File: src/rtl/poly_addsub_stream.sv
// rtl/poly_addsub_stream.sv - two-stage streaming per-lane add/sub, raw wrap or mod-Q reduced
// Stage 1 forms the 18-bit signed sum/difference, stage 2 applies the optional single mod-Q correction.
module poly_addsub_stream #(
   parameter int KYBER_N   = 256,
   parameter int KYBER_Q   = 3329,
   parameter int LANES     = 8,
   parameter int COEFF_A_W = 12,
   parameter int COEFF_O_W = 16
) (
   input  logic                       clk,
   input  logic                       rst,
   input  logic [1:0]                 i_mode,
   input  logic                       i_valid,
   output logic                       i_ready,
   input  logic [LANES*COEFF_A_W-1:0] i_coeffs_a,
   input  logic [LANES*COEFF_O_W-1:0] i_coeffs_b,
   output logic                       o_valid,
   input  logic                       o_ready,
   output logic [LANES*COEFF_O_W-1:0] o_coeffs,
   output logic                       o_last,
   output logic                       o_busy
);
   localparam int BEATS = KYBER_N / LANES;
   localparam int CNT_W = (BEATS > 1) ? $clog2(BEATS) : 1;
   localparam int SW    = 18;
   localparam logic [CNT_W-1:0] LAST_BEAT = CNT_W'(BEATS - 1);
   localparam logic [SW-1:0]    Q_S       = SW'(KYBER_Q);

   logic [CNT_W-1:0]           cnt_q, cnt_d;
   logic [1:0]                 mode_q, mode_d, mode_eff;
   logic                       beat_last, accept, s2_adv;
   logic                       s1_full_q, s1_last_q, s1_modq_q;
   logic [LANES*SW-1:0]        s1_sum_q, sum_d;
   logic                       s2_full_q, s2_last_q;
   logic [LANES*COEFF_O_W-1:0] s2_data_q, red_d;

   function automatic logic [SW-1:0] lane_sum(input logic [COEFF_A_W-1:0] a,
                                              input logic [COEFF_O_W-1:0] b,
                                              input logic                 add);
      logic [SW-1:0] a_x, b_x;
      a_x = SW'(a);
      b_x = {{(SW-COEFF_O_W){b[COEFF_O_W-1]}}, b};
      return add ? (a_x + b_x) : (a_x - b_x);
   endfunction

   // One correction step only; inputs outside [0,Q-1] are intentionally not fully reduced.
   function automatic logic [COEFF_O_W-1:0] lane_reduce(input logic [SW-1:0] s,
                                                        input logic          modq);
      logic [SW-1:0] r;
      r = s;
      if (modq) begin
         if (s[SW-1]) begin
            r = s + Q_S;
         end else if (s >= Q_S) begin
            r = s - Q_S;
         end
      end
      return r[COEFF_O_W-1:0];
   endfunction

   always_comb begin
      s2_adv    = ~s2_full_q | o_ready;
      i_ready   = ~s1_full_q | s2_adv;
      accept    = i_valid & i_ready;
      beat_last = (cnt_q == LAST_BEAT);
      mode_eff  = (cnt_q == '0) ? i_mode : mode_q;
      cnt_d     = cnt_q;
      mode_d    = mode_q;
      if (accept) begin
         cnt_d = beat_last ? '0 : cnt_q + 1'b1;
         if (cnt_q == '0) begin
            mode_d = i_mode;
         end
      end
   end

   always_comb begin
      sum_d = '0;
      red_d = '0;
      for (int k = 0; k < LANES; k++) begin
         sum_d[k*SW +: SW] = lane_sum(i_coeffs_a[k*COEFF_A_W +: COEFF_A_W],
                                      i_coeffs_b[k*COEFF_O_W +: COEFF_O_W], mode_eff[0]);
         red_d[k*COEFF_O_W +: COEFF_O_W] = lane_reduce(s1_sum_q[k*SW +: SW], s1_modq_q);
      end
   end

   always_ff @(posedge clk or posedge rst) begin
      if (rst) begin
         cnt_q     <= '0;
         mode_q    <= '0;
         s1_full_q <= 1'b0;
         s1_last_q <= 1'b0;
         s1_modq_q <= 1'b0;
         s1_sum_q  <= '0;
         s2_full_q <= 1'b0;
         s2_last_q <= 1'b0;
         s2_data_q <= '0;
      end else begin
         cnt_q  <= cnt_d;
         mode_q <= mode_d;
         if (i_ready) begin
            s1_full_q <= accept;
            if (accept) begin
               s1_sum_q  <= sum_d;
               s1_last_q <= beat_last;
               s1_modq_q <= mode_eff[1];
            end
         end
         // The stored word is kept when stage 1 is empty so o_coeffs only moves with new beats.
         if (s2_adv) begin
            s2_full_q <= s1_full_q;
            s2_last_q <= s1_full_q & s1_last_q;
            if (s1_full_q) begin
               s2_data_q <= red_d;
            end
         end
      end
   end

   assign o_valid  = s2_full_q;
   assign o_coeffs = s2_data_q;
   assign o_last   = s2_last_q;
   assign o_busy   = (cnt_q != '0) | s1_full_q | s2_full_q;

endmodule

File: config.mk
export PLATFORM = sky130hd
export DESIGN_NAME = poly_addsub_stream
export DESIGN_NICKNAME = d
export VERILOG_FILES = /design/src/rtl/poly_addsub_stream.sv
export SDC_FILE = /design/constraint.sdc
export NUM_CORES = 1
export LEC_CHECK = 0
export ABC_CLOCK_PERIOD_IN_PS = 12700
export CORE_UTILIZATION = 55
export DETAILED_ROUTE_END_ITERATION = 7
export PLACE_DENSITY = 0.82
export SYNTH_ARGS = -nofsm -noshare
export SYNTH_HDL_FRONTEND = slang
export SYNTH_SLANG_ARGS = --single-unit
File: constraint.sdc
create_clock -name clk -period 12.7 [get_ports clk]
set_input_delay 2.54 -clock clk [delete_from_list [all_inputs] [get_ports clk]]
set_output_delay 2.54 -clock clk [all_outputs]
set_load 0.03 [all_outputs]
==> key figures, run 1 <==
STA
  • Final Skew: 0.0312 ns
  • Worst Slack Setup Final: 6.24 ns
  • Setup TNS Final: 0 ns
  • Fin. Hold Viols: 0
  • Slew Viols, Final: 0
  • Worst Tran Pin Value: 1.00 ns
  • Worst rel slew slack: 0.333
  • Final worst path period share: 0.509
  • Crit path time final: 6.46 ns
  • Hold Slack: 0.476 ns
  • RSZ-0062 raised after global routing: false
  • Fmax: 0.155 GHz
  • Final setup violation count: 0

Setup path
  • WS Path Type: in -> out
  • Crit. End Element: primary output
  • Launching point of the worst reg2reg path: cnt_q[0]
  • CP startpoint kind: input pin
  • Required time of the critical path: 10.16 ns
  • Worst flop-to-flop path endpoint: s1_sum_q[104]
  • Critical Path AT: 3.92 ns
  • FF-to-FF path depth: 16
  • Crit-path max FO: 4
  • Reg2Reg Setup Slack: 7.64 ns

Placement
  • Dpl hpwl: 46.1 mm
  • Port bufs: 361
  • Pre-CTS WS: 5.97 ns
  • RD Place Congestion: 0.939
  • Placed cell count: 3,537
  • Post-placement cell area: 26,100 µm²

Logic synthesis
  • Largest cells by area after synthesis: dfrtp_1, o21ai_0, ha_1
  • Post-synth EDFFs: 0
  • Ys Warns: 0
  • Syn_area_per_cell: 7.99 µm²
  • Distinct cell type count after synthesis: 86
  • Yosys reg bits: 275
  • Post-synth top area cell: dfrtp_1
  • Async SR Flop Fraction: 1.00
  • Register area share after synthesis: 0.309
  • Syn nets: 3,161
  • Syn Inst Count: 2,791
  • Post-synth top area share: 0.309
  • Synth Flop Type: dfrtp_1
  • Synthesized area: 22,300 µm²

Flow run
  • Max-cap check violation count: 0

Route
  • Number of remaining DRC errors: 0
  • Vias after detailed routing: 21,400
  • Routed length per instance: 17.2 µm
  • DR iter-0 viols: 1,537
  • Final wirelength: 62.0 mm
  • Vias per cell: 5.94
  • First-pass DRT Iterations: 7
  • Antenna-violating nets left: 0

Clock tree
  • Clk_lat worst skew: 0.56 ns
  • Clk slew on worst S/H paths: 0.05 ns
  • Htree depth: 2
  • Post-CTS Hold Fix Bufs: 0
  • CTS Buf Count: 35
  • Root buf cell: clkbuf_16
  • Maximum buffer depth of the clock tree: 3
  • Sink count of the clock tree: 275
  • Post-CTS Setup Inserts: 0
  • Resized cells post-CTS: 0
  • CTS tree: yes

Layout
  • Synth-to-Final Area Change: 22.8%
  • Final instance area: 27,400 µm²
  • Util after Layout: 0.688
  • Fillcell total: 3,229
  • Layout Nets: 3,419
  • Final std cells w/o fill: 3,604
  • Share of layout cells above drive strength 1: 0.0406

GRT
  • Initial antenna violation count: 4
  • Global-route wire length before repair: 101 mm
  • GRT Total Usage: 0.296
  • Remaining Overflow, GRT: 0
  • Vias in the first global route: 20,500
  • Largest net degree at the start of global routing: 133

Hold path
  • Min-delay src: o_coeffs[53]
  • Hold crit path type: reg -> reg
  • Hold path endpoint: o_coeffs[53]
  • Hold Path Cell Cnt: 2

Power and ir drop
  • Leak pwr: 11.3 nW
  • Power Dens Cells: 245 nW/µm²
  • Peak supply drop: 135 µV
  • Total power: 6.71 mW

Floorplan
  • FP Rows: 73
  • Die Y-Extent: 203 µm
  • Initial Utilization: 0.560
  • Core area: 39,800 µm²
  • Die X: 203 µm
  • Die outline area: 41,300 µm²
  • Num ports: 362

Outcome
  • Status: completed
==> logic make-up after synthesis <==
logic type	after synthesis	synth area share
muxes	21	0.0104
DFF	275	0.309
buffers and inverters	255	0.0443
adders and majority gates	140	0.0813
and+or+nand+nor	1011	0.217
AOI/OAI and AO/OA	766	0.212
xor gates and xnor gates	323	0.127
==> sequential cells by signal, indices dropped and copies added (netlist names), named ones only <==
register / cells
s1_sum_q: 136
o_coeffs: 128
cnt_q: 5
mode_q: 1
o_last: 1
o_valid: 1
s1_full_q: 1
s1_last_q: 1
==> area by class of cell <==
type	instances	area [µm²]	area share
diodes	3	7.51	0.000274
clock buffers	47	1010	0.0370
clock inverters	17	263	0.00960
inverters	103	394	0.0144
multi-input cells	2261	14500	0.528
flip-flops and latches	275	6880	0.251
well taps	525	657	0.0240
repair buffers	373	3700	0.135
==> critical path: stages <==
cell and delay (ns):
clkdlybuf4s50_1 0.47, nand3b_1 0.21, clkdlybuf4s50_1 0.71
==> where the power goes <==
part / total, mW / internal, mW / switching (mW)
logic: 3.79 / 1.62 / 2.16
clock network: 1.10 / 0.685 / 0.413
registers: 1.83 / 1.28 / 0.552
total: 6.71 / 3.59 / 3.13
==> cell usage after synthesis (24+ instances only) <==
library cell	n
nand2_1	422
o21ai_0	345
dfrtp_1	275
nor2_1	173
xnor2_1	166
xor2_1	157
clkbuf_1	132
ha_1	132
a21oi_1	124
inv_1	103
nor3_1	70
nand3_1	63
o31ai_1	60
nand2b_1	39
or3_1	36
nor4_1	30
a21o_1	29
and3_1	28
a211oi_1	24
nor2b_1	24
==> worst max path at each step <==
stage,endpoint,from,cells after the start,slack [ns]
5_1_grt,s1_sum_q[104],i_mode[0],14,6.18
6_report,i_ready,o_ready,3,6.24
2_1_floorplan,async pin,rst,1,2.58
3_5_place_dp,s1_sum_q[104],i_mode[0],14,5.97
4_1_cts,i_ready,o_ready,3,6.23
3_3_place_gp,s1_sum_q[49],i_mode[0],14,6.16
==> metal layers <==
layer  wire length (µm)  global-route usage  vias to the layer above
met5                  0                   0                        -
met4               2120               0.108                        0
met3               3890              0.0462                      129
met2              29700               0.504                      728
met1              26300               0.377                    10200
li1                   -                   -                    10400
==> cells in the final DEF, fill, tap and decap left out, drive strengths merged, types with 17 or more instances in the layout <==
cell / netlist / final
a211oi: 24 / 24
a21o: 29 / 29
a21oi: 124 / 124
a31oi: 23 / 23
and2: 17 / 17
and3: 28 / 28
clkbuf: 132 / 47
clkdlybuf4s50: 0 / 361
dfrtp: 275 / 275
ha: 132 / 132
inv: 103 / 104
nand2: 422 / 422
nand2b: 39 / 39
nand3: 63 / 63
nand4: 17 / 17
nor2: 173 / 173
nor2b: 24 / 24
nor3: 70 / 70
nor4: 31 / 31
o21ai: 348 / 348
o31ai: 60 / 60
o41ai: 22 / 22
or2: 17 / 17
or3: 36 / 36
xnor2: 166 / 166
xor2: 157 / 157
Power figures use the tool's default switching activity.
==> run 2: changes to the inputs <==
Settings changed: ABC_CLOCK_PERIOD_IN_PS 12700 to 6000.
Clock period 12.7 ns to 6 ns, I/O delays scaled along.
==> key figures, run 2 (synthesis results as in run 1) <==
Layout
  • Fillcell total: 3,278
  • Max reg flops: 136
  • Layout Nets: 3,424
  • Largest Register: s1_sum_q
  • FF+latch area: 6880 µm²
  • Most common cell after layout, fill and taps aside: nand2_1
  • Share of layout cells above drive strength 1: 0.0396
  • Multi-input logic area: 14,500 µm²
  • Synth-to-Final Area Change: 22.8%
  • Most frequent cells in the layout: nand2_1, clkdlybuf4s50_1, o21ai_0, dfrtp_1, nor2_1

Setup path
  • Launching point of the worst reg2reg path: cnt_q[0]
  • FF-to-FF path depth: 14
  • Worst setup path endpoint: s1_sum_q[125]
  • Reg2Reg Setup Slack: 1.04 ns
  • CP max stage cell: mux2i_4
  • CP startpoint kind: flop
  • Crit-path max FO: 18
  • Worst flop-to-flop path endpoint: s1_sum_q[125]
  • Crit. End Element: flop
  • CP Launch Point: cnt_q[0]
  • WS Path Type: reg -> reg
  • CP Cell Sequence: inv_1 -> ha_1 -> nor4b_2 -> mux2i_4 -> buf_4 -> o21ai_0 -> xnor2_1 -> ha_1 -> o21ai_0 -> a211oi_1 -> nor2b_1 -> a2111oi_0 -> a211oi_1 -> a21o_1
  • Required time of the critical path: 6.42 ns
  • Critical Path AT: 5.38 ns
  • CP peak stage delay: 0.85 ns

Route
  • Final wirelength: 63.2 mm
  • DR iter-0 viols: 1,509
  • Vias per cell: 5.97
  • First-pass DRT Iterations: 5
  • Number of remaining DRC errors: 0
  • Vias after detailed routing: 21,600
  • Routed length per instance: 17.5 µm
  • Antenna-violating nets left: 0

GRT
  • Initial antenna violation count: 5
  • Vias in the first global route: 20,800
  • Largest net degree at the start of global routing: 115
  • Global-route wire length before repair: 104 mm
  • Remaining Overflow, GRT: 0
  • GRT Total Usage: 0.306

STA
  • Hold Slack: 0.475 ns
  • Slew Viols, Final: 0
  • RSZ-0062 raised after global routing: false
  • Setup TNS Final: 0 ns
  • Crit path time final: 4.96 ns
  • Final worst path period share: 0.826
  • Worst Tran Pin Value: 1.03 ns
  • Fmax: 0.202 GHz
  • Fin. Hold Viols: 0
  • Final setup violation count: 0
  • Final Skew: 0.0131 ns
  • Worst rel slew slack: 0.304

Clock tree
  • Resized cells post-CTS: 0
  • Htree depth: 2
  • Post-CTS Setup Inserts: 0
  • CTS tree: yes
  • Post-CTS Hold Fix Bufs: 0
  • Root buf cell: clkbuf_16
  • Maximum buffer depth of the clock tree: 3
  • Clk_lat worst skew: 0.54 ns
  • CTS Buf Count: 35
  • Sink count of the clock tree: 275
  • Clk slew on worst S/H paths: 0.05 ns

Floorplan
  • Num ports: 362
  • Die X: 203 µm
  • Core area: 39,800 µm²
  • FP Rows: 73
  • Initial Utilization: 0.560
  • Die outline area: 41,300 µm²
  • Die Y-Extent: 203 µm

Hold path
  • Hold crit path type: reg -> reg

Flow run
  • Max-cap check violation count: 0

Power and ir drop
  • Int Pwr: 7.52 mW
  • Power Dens Cells: 517 nW/µm²
  • Switch Pwr: 6.63 mW
  • Combinational power share: 0.569
  • Clock power share: 0.156
  • Switching Share: 0.469
  • Leak pwr: 11.3 nW
  • Peak supply drop: 341 µV
  • Sequential share of power: 0.275

Placement
  • RD Place Congestion: 0.937
  • Port bufs: 361
  • Dpl hpwl: 47.6 mm

Outcome
  • Status: completed
==> run 2: changes by cell type in the layout (fill, tap and decap cells not counted), sizes merged <==
cell      previous run  this run
buf                 12        17
bufinv               6         4
clkbuf              47        52
clkinvlp             5         2
diode                3         5
inv                104       102
==> run 2: metal layers <==
| metal | global-route usage | wire, µm |
|---|---|---|
| met5 | 0 | 0 |
| met3 | 0.0427 | 3460 |
| met1 | 0.391 | 26900 |
| met4 | 0.123 | 2440 |
| met2 | 0.519 | 30400 |
==> run 2: power by group through the flow <==
stage | clock (mW) | sequential [mW] | combinational, mW
6_report | 2.20 | 3.90 | 8.06
5_1_grt | 2.30 | 4.04 | 8.86
4_1_cts | 2.24 | 3.87 | 8.03
3_5_place_dp | 0 | 3.89 | 7.96
3_3_place_gp | 0 | 3.84 | 7.75
2_1_floorplan | 0 | 4.08 | 5.29
==> run 2: final cells by class <==
type,instances,area share
multi-input combinational,2261,0.528
sequential,275,0.251
timing repair buffer,378,0.138
clock buffer,52,0.0377
tap,525,0.0240
inverter,103,0.0143
clock inverter,10,0.00558
antenna,5,0.000457
==> run 2: how the worst min path moves through the flow <==
stage                       start            end  slack, ns  depth (start not counted)
detailed placement   o_coeffs[82]   o_coeffs[82]       0.47                          2
global placement    o_coeffs[104]  o_coeffs[104]       0.46                          2
CTS                 o_coeffs[115]  o_coeffs[115]       0.48                          2
floorplan               s1_last_q      s1_last_q       0.45                          2
finish              o_coeffs[115]  o_coeffs[115]       0.47                          2
global route         o_coeffs[63]   o_coeffs[63]       0.50                          2
==> run 2: worst max-delay path: cells and delay by family (launching register included) <==
kind,cells,cell delay (ns)
AOI/OAI and AO/OA,6,1.77
muxes,1,0.85
and+or+nand+nor,2,0.69
adders and majority gates,2,0.48
buffers and inverters,2,0.48
DFF,1,0.39
xor gates and xnor gates,1,0.16
==> run 2: through the flow <==
step / util / cell area [µm²] / std cells / total power [mW] / worst slack [ns]
floorplan: - / 22300 / 2791 / 9.37 / 1.16
global placement: 0.657 / 26200 / 3542 / 11.6 / 1.00
detailed placement: 0.657 / 26200 / 3542 / 11.8 / 0.832
CTS: 0.687 / 27400 / 3604 / 14.1 / 1.10
global route: 0.687 / 27400 / 3608 / 15.2 / 0.740
finish: 0.687 / 27400 / 3609 / 14.2 / 1.04
==> run 3: changes to the inputs <==
Settings changed: ABC_CLOCK_PERIOD_IN_PS 6000 to 5190.
Clock period 6 ns to 5.19 ns, I/O delays scaled along.
==> key figures, run 3 (synthesis results as in run 1) <==
Outcome
  • Status: completed

GRT
  • Met1 usage: 0.367
  • Global-route wire length before repair: 102 mm
  • Vias in the first global route: 20,900
  • Initial antenna violation count: 4
  • Remaining Overflow, GRT: 0
  • GRT Total Usage: 0.300
  • Largest net degree at the start of global routing: 168
  • GR Util met2: 0.518
  • GRT busiest layer: met2
  • Met3 global-route usage: 0.0476

Setup path
  • Required time of the critical path: 5.61 ns
  • Critical Path AT: 4.75 ns
  • CP startpoint kind: flop
  • Reg2Reg Setup Slack: 0.86 ns
  • WS Path Type: reg -> reg
  • Crit. End Element: flop
  • CP max stage cell: a2111oi_0
  • CP peak stage delay: 0.66 ns
  • Worst Path Buf+Inv: 3
  • CP Cell Sequence: inv_1 -> ha_1 -> nor4b_2 -> buf_4 -> mux2i_4 -> buf_12 -> nor2_1 -> a21o_1 -> ha_1 -> a21oi_1 -> o2111ai_1 -> a2111oi_0 -> o31ai_1 -> nor2_1 -> o21ai_0 -> a32oi_1 -> nand3_1
  • Crit path max-delay family: compound AO/OA/AOI/OAI gates
  • Crit-path max FO: 42

Clock tree
  • Root buf cell: clkbuf_16
  • CTS Buf Count: 35
  • Post-CTS Hold Fix Bufs: 0
  • Maximum buffer depth of the clock tree: 3
  • Clk slew on worst S/H paths: 0.06 ns
  • Clk_lat worst skew: 0.56 ns
  • CTS tree: yes
  • Post-CTS Setup Inserts: 0
  • Resized cells post-CTS: 0
  • Htree depth: 2
  • Sink count of the clock tree: 275

Floorplan
  • FP Rows: 73
  • Initial Utilization: 0.560
  • Num ports: 362
  • Die Y-Extent: 203 µm
  • Die X: 203 µm
  • Core area: 39,800 µm²
  • Die outline area: 41,300 µm²

Route
  • DR iter-0 viols: 1,530
  • First-pass DRT Iterations: 6
  • Number of remaining DRC errors: 0
  • Antenna-violating nets left: 0
  • Routed length per instance: 17.3 µm
  • Vias after detailed routing: 21,500
  • Vias per cell: 5.96
  • Final wirelength: 62.3 mm

Layout
  • Most common cell after layout, fill and taps aside: nand2_1
  • Synth-to-Final Area Change: 22.6%
  • Final instance area: 27,300 µm²
  • Max reg flops: 136
  • Layout Nets: 3,428
  • Multi-input logic area: 14,500 µm²
  • FF+latch area: 6880 µm²
  • Largest Register: s1_sum_q
  • Share of layout cells above drive strength 1: 0.0409
  • Final std cells w/o fill: 3,605
  • Most frequent cells in the layout: nand2_1, clkdlybuf4s50_1, o21ai_0, dfrtp_1, nor2_1
  • Fillcell total: 3,253

Power and ir drop
  • Combinational power share: 0.576
  • Peak supply drop: 330 µV
  • Leak pwr: 11.3 nW
  • Power Dens Cells: 591 nW/µm²
  • Switching Share: 0.470
  • Clock power share: 0.147
  • Int Pwr: 8.57 mW
  • Total power: 16.2 mW
  • Switch Pwr: 7.59 mW
  • Sequential share of power: 0.276

Placement
  • Dpl hpwl: 46.8 mm
  • RD Place Congestion: 0.971
  • Post-placement cell area: 26,200 µm²
  • Port bufs: 361
  • Placed cell count: 3,546

Hold path
  • Hold crit path type: reg -> reg

STA
  • Setup TNS Final: 0 ns
  • Final setup violation count: 0
  • Fin. Hold Viols: 0
  • Fmax: 0.231 GHz
  • RSZ-0062 raised after global routing: false
  • Slew Viols, Final: 0
  • Worst rel slew slack: 0.269
  • Worst Tran Pin Value: 1.09 ns
  • Crit path time final: 4.33 ns
  • Final worst path period share: 0.834
  • Final Skew: 0.0170 ns

Flow run
  • Max-cap check violation count: 0
==> run 3: cell count changes in the layout (fill, tap and decap cells not counted), sizes merged <==
| cell | change |
|---|---|
| inv | +3 |
| bufinv | -2 |
| clkinvlp | -1 |
| buf | +4 |
| diode | -2 |
| clkbuf | -6 |
==> run 3: stage by stage <==
stage,setup slack (ns),hold WS (ns),util
5_1_grt,0.546,0.499,0.686
4_1_cts,0.943,0.481,0.686
2_1_floorplan,0.409,0.447,-
6_report,0.862,0.475,0.686
3_3_place_gp,0.566,0.460,0.659
3_5_place_dp,0.437,0.469,0.659
==> run 3: final cells by class <==
class                           count  share of cell area
Tap cell                          525              0.0240
Sequential cell                   275               0.252
Inverter                          103              0.0143
Clock inverter                     10             0.00407
Antenna cell                        3            0.000275
Multi-Input combinational cell   2261               0.529
Timing Repair Buffer              382               0.140
Clock buffer                       46              0.0361
==> run 3: power by group through the flow <==
stage	logic, mW	clock network (mW)	registers (mW)
2_1_floorplan	6.11	0	4.72
3_3_place_gp	8.94	0	4.42
3_5_place_dp	9.20	0	4.47
4_1_cts	9.28	2.43	4.44
5_1_grt	10.3	2.51	4.64
6_report	9.31	2.38	4.47
==> run 3: path summary, 6_finish.rpt <==
kind,start,to,cells past startpoint
worst max-delay path,cnt_q[0],s1_sum_q[49],17
worst min-delay path,o_coeffs[52],o_coeffs[52],2
worst max register to register,cnt_q[0],s1_sum_q[49],17
worst min register to register,o_coeffs[52],o_coeffs[52],2
max in group asynchronous,rst,async pin,3
min in group asynchronous,rst,o_coeffs[50],2
==> run 3: routing by layer <==
layer  vias to the layer above  wire length, µm
li1                      10400                -
met1                     10200            25700
met2                       718            30100
met3                       160             3820
met4                         2             2620
met5                         -               13
==> run 3: worst register-to-register path: cells and delay by family, from the launching register on <==
kind / cells / cell delay (ns)
multiplexers: 1 / 0.32
buffers and inverters: 3 / 0.55
flip-flops: 1 / 0.40
AO/OA/AOI/OAI: 7 / 1.95
adder cells (fa/ha/maj): 2 / 0.42
AND/OR/NAND/NOR: 4 / 0.57
